==> config.mk <==
export PLATFORM = sky130hd
export DESIGN_NAME = alu_mul_seq
export DESIGN_NICKNAME = d
export VERILOG_FILES = /design/src/rtl/alu_mul_seq.sv
export SDC_FILE = /design/constraint.sdc
export NUM_CORES = 1
export LEC_CHECK = 0
export CORE_MARGIN = 2
export CORE_UTILIZATION = 45
export DETAILED_ROUTE_END_ITERATION = 8
export GPL_ROUTABILITY_DRIVEN = 0
export PLACE_DENSITY = 0.77
export SYNTH_ARGS = -nofsm -noshare
export SYNTH_HDL_FRONTEND = slang
export SYNTH_SLANG_ARGS = --single-unit
==> constraint.sdc <==
create_clock -name clk -period 1.9 [get_ports clk]
set_input_delay 0.285 -clock clk [delete_from_list [all_inputs] [get_ports clk]]
set_output_delay 0.285 -clock clk [all_outputs]
set_load 0.03 [all_outputs]
==> src/rtl/alu_mul_seq.sv <==
// alu_mul_seq: sequential unsigned WIDTH x WIDTH multiplier (add/shift method).
// Every addition is performed by an external alu driven through the alu_* ports;
// this block only holds the accumulator, multiplier shift register, carry and FSM.
// Optional build macro: MUL_ZERO_SKIP_EN -- skip the ADD step for multiplier
// bits that are 0, shortening latency to WIDTH + popcount(op_b) cycles.
module alu_mul_seq #(
   parameter int WIDTH = 4
) (
   input  logic               clk,
   input  logic               reset,
   input  logic               start,
   input  logic [WIDTH-1:0]   op_a,
   input  logic [WIDTH-1:0]   op_b,
   output logic               busy,
   output logic               done,
   output logic [2*WIDTH-1:0] product,
   output logic [WIDTH-1:0]   alu_a,
   output logic [WIDTH-1:0]   alu_b,
   output logic [1:0]         alu_op,
   output logic               alu_arit,
   input  logic [WIDTH-1:0]   alu_r,
   input  logic               alu_carry
);

   localparam int CW = (WIDTH > 1) ? $clog2(WIDTH) : 1;

   typedef enum logic [1:0] {
      IDLE  = 2'd0,
      ADD   = 2'd1,
      SHIFT = 2'd2,
      DONE  = 2'd3
   } state_t;

   state_t          state, state_n;
   logic [WIDTH-1:0] m;     // captured multiplicand
   logic [WIDTH-1:0] hi;    // accumulator / product high half
   logic [WIDTH-1:0] q;     // multiplier, becomes product low half
   logic             c;     // carry out of the last add, shifted into hi
   logic [CW-1:0]    cnt;   // number of completed shift steps
   logic             last;

   assign last = (cnt == CW'(WIDTH - 1));

   // State register with synchronous active-low reset.
   always_ff @(posedge clk) begin
      // NOTE: sequential state uses non-blocking assignments so every register
      // samples pre-edge values and the update order inside the block is irrelevant.
      if (!reset) state <= IDLE;
      else        state <= state_n;
   end

   // Next-state decode.
   always_comb begin
      // NOTE: default assigned first so no path through the case leaves
      // state_n unassigned, which would otherwise infer a latch.
      state_n = state;
      unique case (state)
         IDLE: begin
            if (start) begin
`ifdef MUL_ZERO_SKIP_EN
               state_n = op_b[0] ? ADD : SHIFT;
`else
               state_n = ADD;
`endif
            end
         end
         ADD:   state_n = SHIFT;
         SHIFT: begin
            if (last) begin
               state_n = DONE;
            end else begin
`ifdef MUL_ZERO_SKIP_EN
               // q[1] is the multiplier bit that lands in q[0] after this shift.
               state_n = q[1] ? ADD : SHIFT;
`else
               state_n = ADD;
`endif
            end
         end
         DONE:    state_n = IDLE;
         default: state_n = IDLE;
      endcase
   end

   // Datapath: operand capture, conditional accumulate, combined right shift.
   always_ff @(posedge clk) begin
      if (!reset) begin
         m       <= '0;
         hi      <= '0;
         q       <= '0;
         c       <= 1'b0;
         cnt     <= '0;
         product <= '0;
      end else begin
         unique case (state)
            IDLE: begin
               if (start) begin
                  m   <= op_a;
                  q   <= op_b;
                  hi  <= '0;
                  c   <= 1'b0;
                  cnt <= '0;
               end
            end
            ADD: begin
               if (q[0]) begin
                  hi <= alu_r;
                  c  <= alu_carry;
               end else begin
                  c  <= 1'b0;
               end
            end
            SHIFT: begin
               hi <= {c, hi[WIDTH-1:1]};
               q  <= {hi[0], q[WIDTH-1:1]};
               c  <= 1'b0;
               if (last) begin
                  // Load the post-shift {hi,q} on the edge that enters DONE.
                  product <= {c, hi, q[WIDTH-1:1]};
               end else begin
                  cnt <= cnt + 1'b1;
               end
            end
            default: ;
         endcase
      end
   end

   // Moore outputs decoded from the state; the alu always sees hi + m.
   always_comb begin
      busy     = (state == ADD) || (state == SHIFT);
      done     = (state == DONE);
      alu_arit = (state == ADD);
      alu_a    = hi;
      alu_b    = m;
      alu_op   = 2'b00;
   end

endmodule

==> impl_metrics.py <==
metrics = {
    "layout": {
        "diodes": 0,
        "postLayoutCellArea_mm2": 0.00162,
        "fin_cells": 202,
        "fin_util": 0.641,
        "area_delta_synth_final_pct": 31.7,
        "nets": 196,
        "final_layout_size_suffix_gt1_frac": 0.0814,
    },
    "floorplan": {
        "initial_core_util": 0.487,
        "die_x_um": 56.2,
        "num_io_pins": 37,
        "core-area_mm2": 0.00252,
        "die_h_um": 56.2,
        "fp-row-count": 18,
        "die_area_mm2": 0.00316,
    },
    "route": {
        "drt_iter0_drc": 14,
        "drt_pass1_iterations": 4,
        "vias": 1052,
        "wl_per_cell_um": 12.7,
        "routed_via_density": 5.21,
        "remaining_drc_errors": 0,
        "finalWirelength_um": 2560,
        "ant_nets": 0,
    },
    "sta": {
        "fmax_mhz": 582,
        "final.setup_skew_ps": 11.6,
        "period_minus_slack_ps": 1720,
        "rsz0062_at_grt": "no",
        "setup_viol": 0,
        "fin_setup_tns_ps": 0,
        "slew_viol_final": 0,
        "layout_worst_path_cycle_share": 0.904,
        "hold_violations": 0,
    },
    "logic_synthesis": {
        "syn_area_per_cell_um2": 9.03,
        "synth_area_mm2": 0.00123,
        "netlist.area_leader.share": 0.408,
        "yosysSeqAreaShare": 0.408,
        "syn_inst": 136,
        "yosysWarnings": 0,
        "synth_top_cell_by_area": "dfxtp_1",
        "synth.area.top_cells": "dfxtp_1 (41%), nand2_1 (11%), a21boi_1 (8.6%)",
        "ys_ff_latch": 25,
        "synth.distinct_cells": 27,
    },
    "clock_tree": {
        "cts_sinks": 25,
        "cts_htree_levels": 1,
        "clk_pin_slew_ps": 130,
        "root_buffer": "clkbuf_4",
        "ctsLongestPathBuffers": 2,
        "numCtsBuffers": 3,
        "clock_latency_ps": 320,
        "cts_tree": "yes",
    },
    "grt": {
        "antenna_found_initial": 0,
        "grt_pass1_vias": 1013,
        "grt_start_max_net_pins": 32,
        "grt_usage": 0.177,
        "overflow": 0,
        "grt_pass1_wl_um": 4470,
    },
    "power_and_ir_drop": {
        "p_total_mw": 1.19,
        "powerDensity_mw_per_mm2": 735,
        "ir_drop_uv": 553,
        "leakage_nw": 0.668,
    },
    "placed_design": {
        "postPlaceCellArea_mm2": 0.00160,
        "place_hpwl_um": 1940,
        "place_inst": 198,
        "io_buffers": 34,
    },
    "setup_path": {
        "critical_path_class": "flip-flop to primary output",
        "worstSetupEndpointType": "primary output",
        "cp-start-kind": "flip-flop",
        "critPathMaxFanout": 5,
        "crit_required_ps": 1620,
        "crit_arrival_ps": 1430,
    },
    "hold_path": {
        "min_path_type": "flip-flop to flip-flop",
    },
    "run_status": {
        "outcome": "completed",
    },
    "run": {
        "cap_violations": 0,
    },
}
==> stage by stage <==
step	setup slack (ps)	hold WS, ps
2_1_floorplan	361	431
3_3_place_gp	171	440
3_5_place_dp	102	449
4_1_cts	7.80	468
5_1_grt	90.1	482
6_report	182	464
==> routing by layer <==
metal	global-route usage	vias to the layer above	wire length [um]
met5	0	-	0
met4	0.0612	0	13
met3	0.0349	2	133
met2	0.301	28	1270
met1	0.223	486	1140
li1	-	536	-
==> power by group <==
| group | internal [mW] | total (mW) | switching (mW) | leakage, nW |
|---|---|---|---|---|
| clock | 0.0788 | 0.242 | 0.164 | 0.0177 |
| sequential | 0.559 | 0.587 | 0.0281 | 0.203 |
| combinational | 0.164 | 0.359 | 0.196 | 0.447 |
| total | 0.801 | 1.19 | 0.387 | 0.668 |
==> logic make-up after synthesis <==
kind of cell             synth area share
AND/OR/NAND/NOR                     0.204
buffers and inverters              0.0530
other                             0.00306
multiplexers                       0.0775
adder cells (fa/ha/maj)            0.0714
flip-flops                          0.408
AO/OA/AOI/OAI                       0.183
==> layout by cell type (no fill, tap or decap) <==
cell / Yosys / routed
nand2_1: 35 / 35
conb_1: 1 / 2
or3_1: 1 / 1
clkdlybuf4s50_1: 0 / 31
nand2b_1: 1 / 1
nand3_1: 10 / 10
a22o_1: 4 / 4
nor3_4: 1 / 1
a21oi_1: 2 / 2
clkbuf_2: 0 / 1
and2_1: 2 / 2
o21ai_0: 2 / 2
dlygate4sd2_1: 0 / 2
clkinv_2: 0 / 1
dfxtp_1: 25 / 25
o22ai_1: 1 / 1
nor2b_1: 1 / 1
nor2b_4: 1 / 1
o311a_1: 1 / 1
mux2i_1: 8 / 8
clkbuf_4: 0 / 3
buf_4: 4 / 6
nor2_1: 2 / 2
o211a_1: 4 / 4
a21boi_1: 14 / 14
inv_1: 2 / 2
mux2_4: 1 / 1
ha_1: 7 / 7
a31o_1: 1 / 1
==> flip-flops by register name, summed over array words and instances, names as in the netlist <==
| signal | count |
|---|---|
| q | 4 |
| cnt | 2 |
| state | 2 |
| c | 1 |
| alu_a | 4 |
| alu_b | 4 |
| product | 8 |
==> synth_stat cells <==
cell       n
nand2_1   35
dfxtp_1   25
a21boi_1  14
nand3_1   10
mux2i_1    8
ha_1       7
a22o_1     4
buf_4      4
o211a_1    4
clkbuf_1   3
a21oi_1    2
and2_1     2
inv_1      2
nor2_1     2
o21ai_0    2
a31o_1     1
buf_2      1
buf_6      1
conb_1     1
mux2_4     1
nand2b_1   1
nor2b_1    1
nor2b_4    1
nor3_4     1
o22ai_1    1
o311a_1    1
or3_1      1
==> cell type report <==
class	count	area (um^2)
inverters	2	7.51
fillers	217	906
flip-flops and latches	25	500
repair buffers	40	378
clock inverters	1	5.00
well taps	30	37.5
multi-input cells	101	666
clock buffers	3	22.5
==> final timing paths <==
kind	from	end	slack (ps)	depth (start not counted)
setup / recovery	state[1]	alu_arit	180	3
hold / removal	product[7]	product[7]	460	2
setup reg to reg	state[0]	alu_a[2]	250	5
hold reg to reg	product[7]	product[7]	460	2
==> worst max-delay path, stage by stage, from the launching register on <==
cell,delay (ps)
dfxtp_1,360
inv_1,140
ha_1,210
dlygate4sd2_1,410
==> timing repair <==
item,in CTS,in global routing
hold endpoints to repair,0,0
gates resized for setup,3,2
hold buffers,0,0
buffers inserted,0,0
endpoints found under the setup margin,3,1
(Power assumes the default switching activity.)
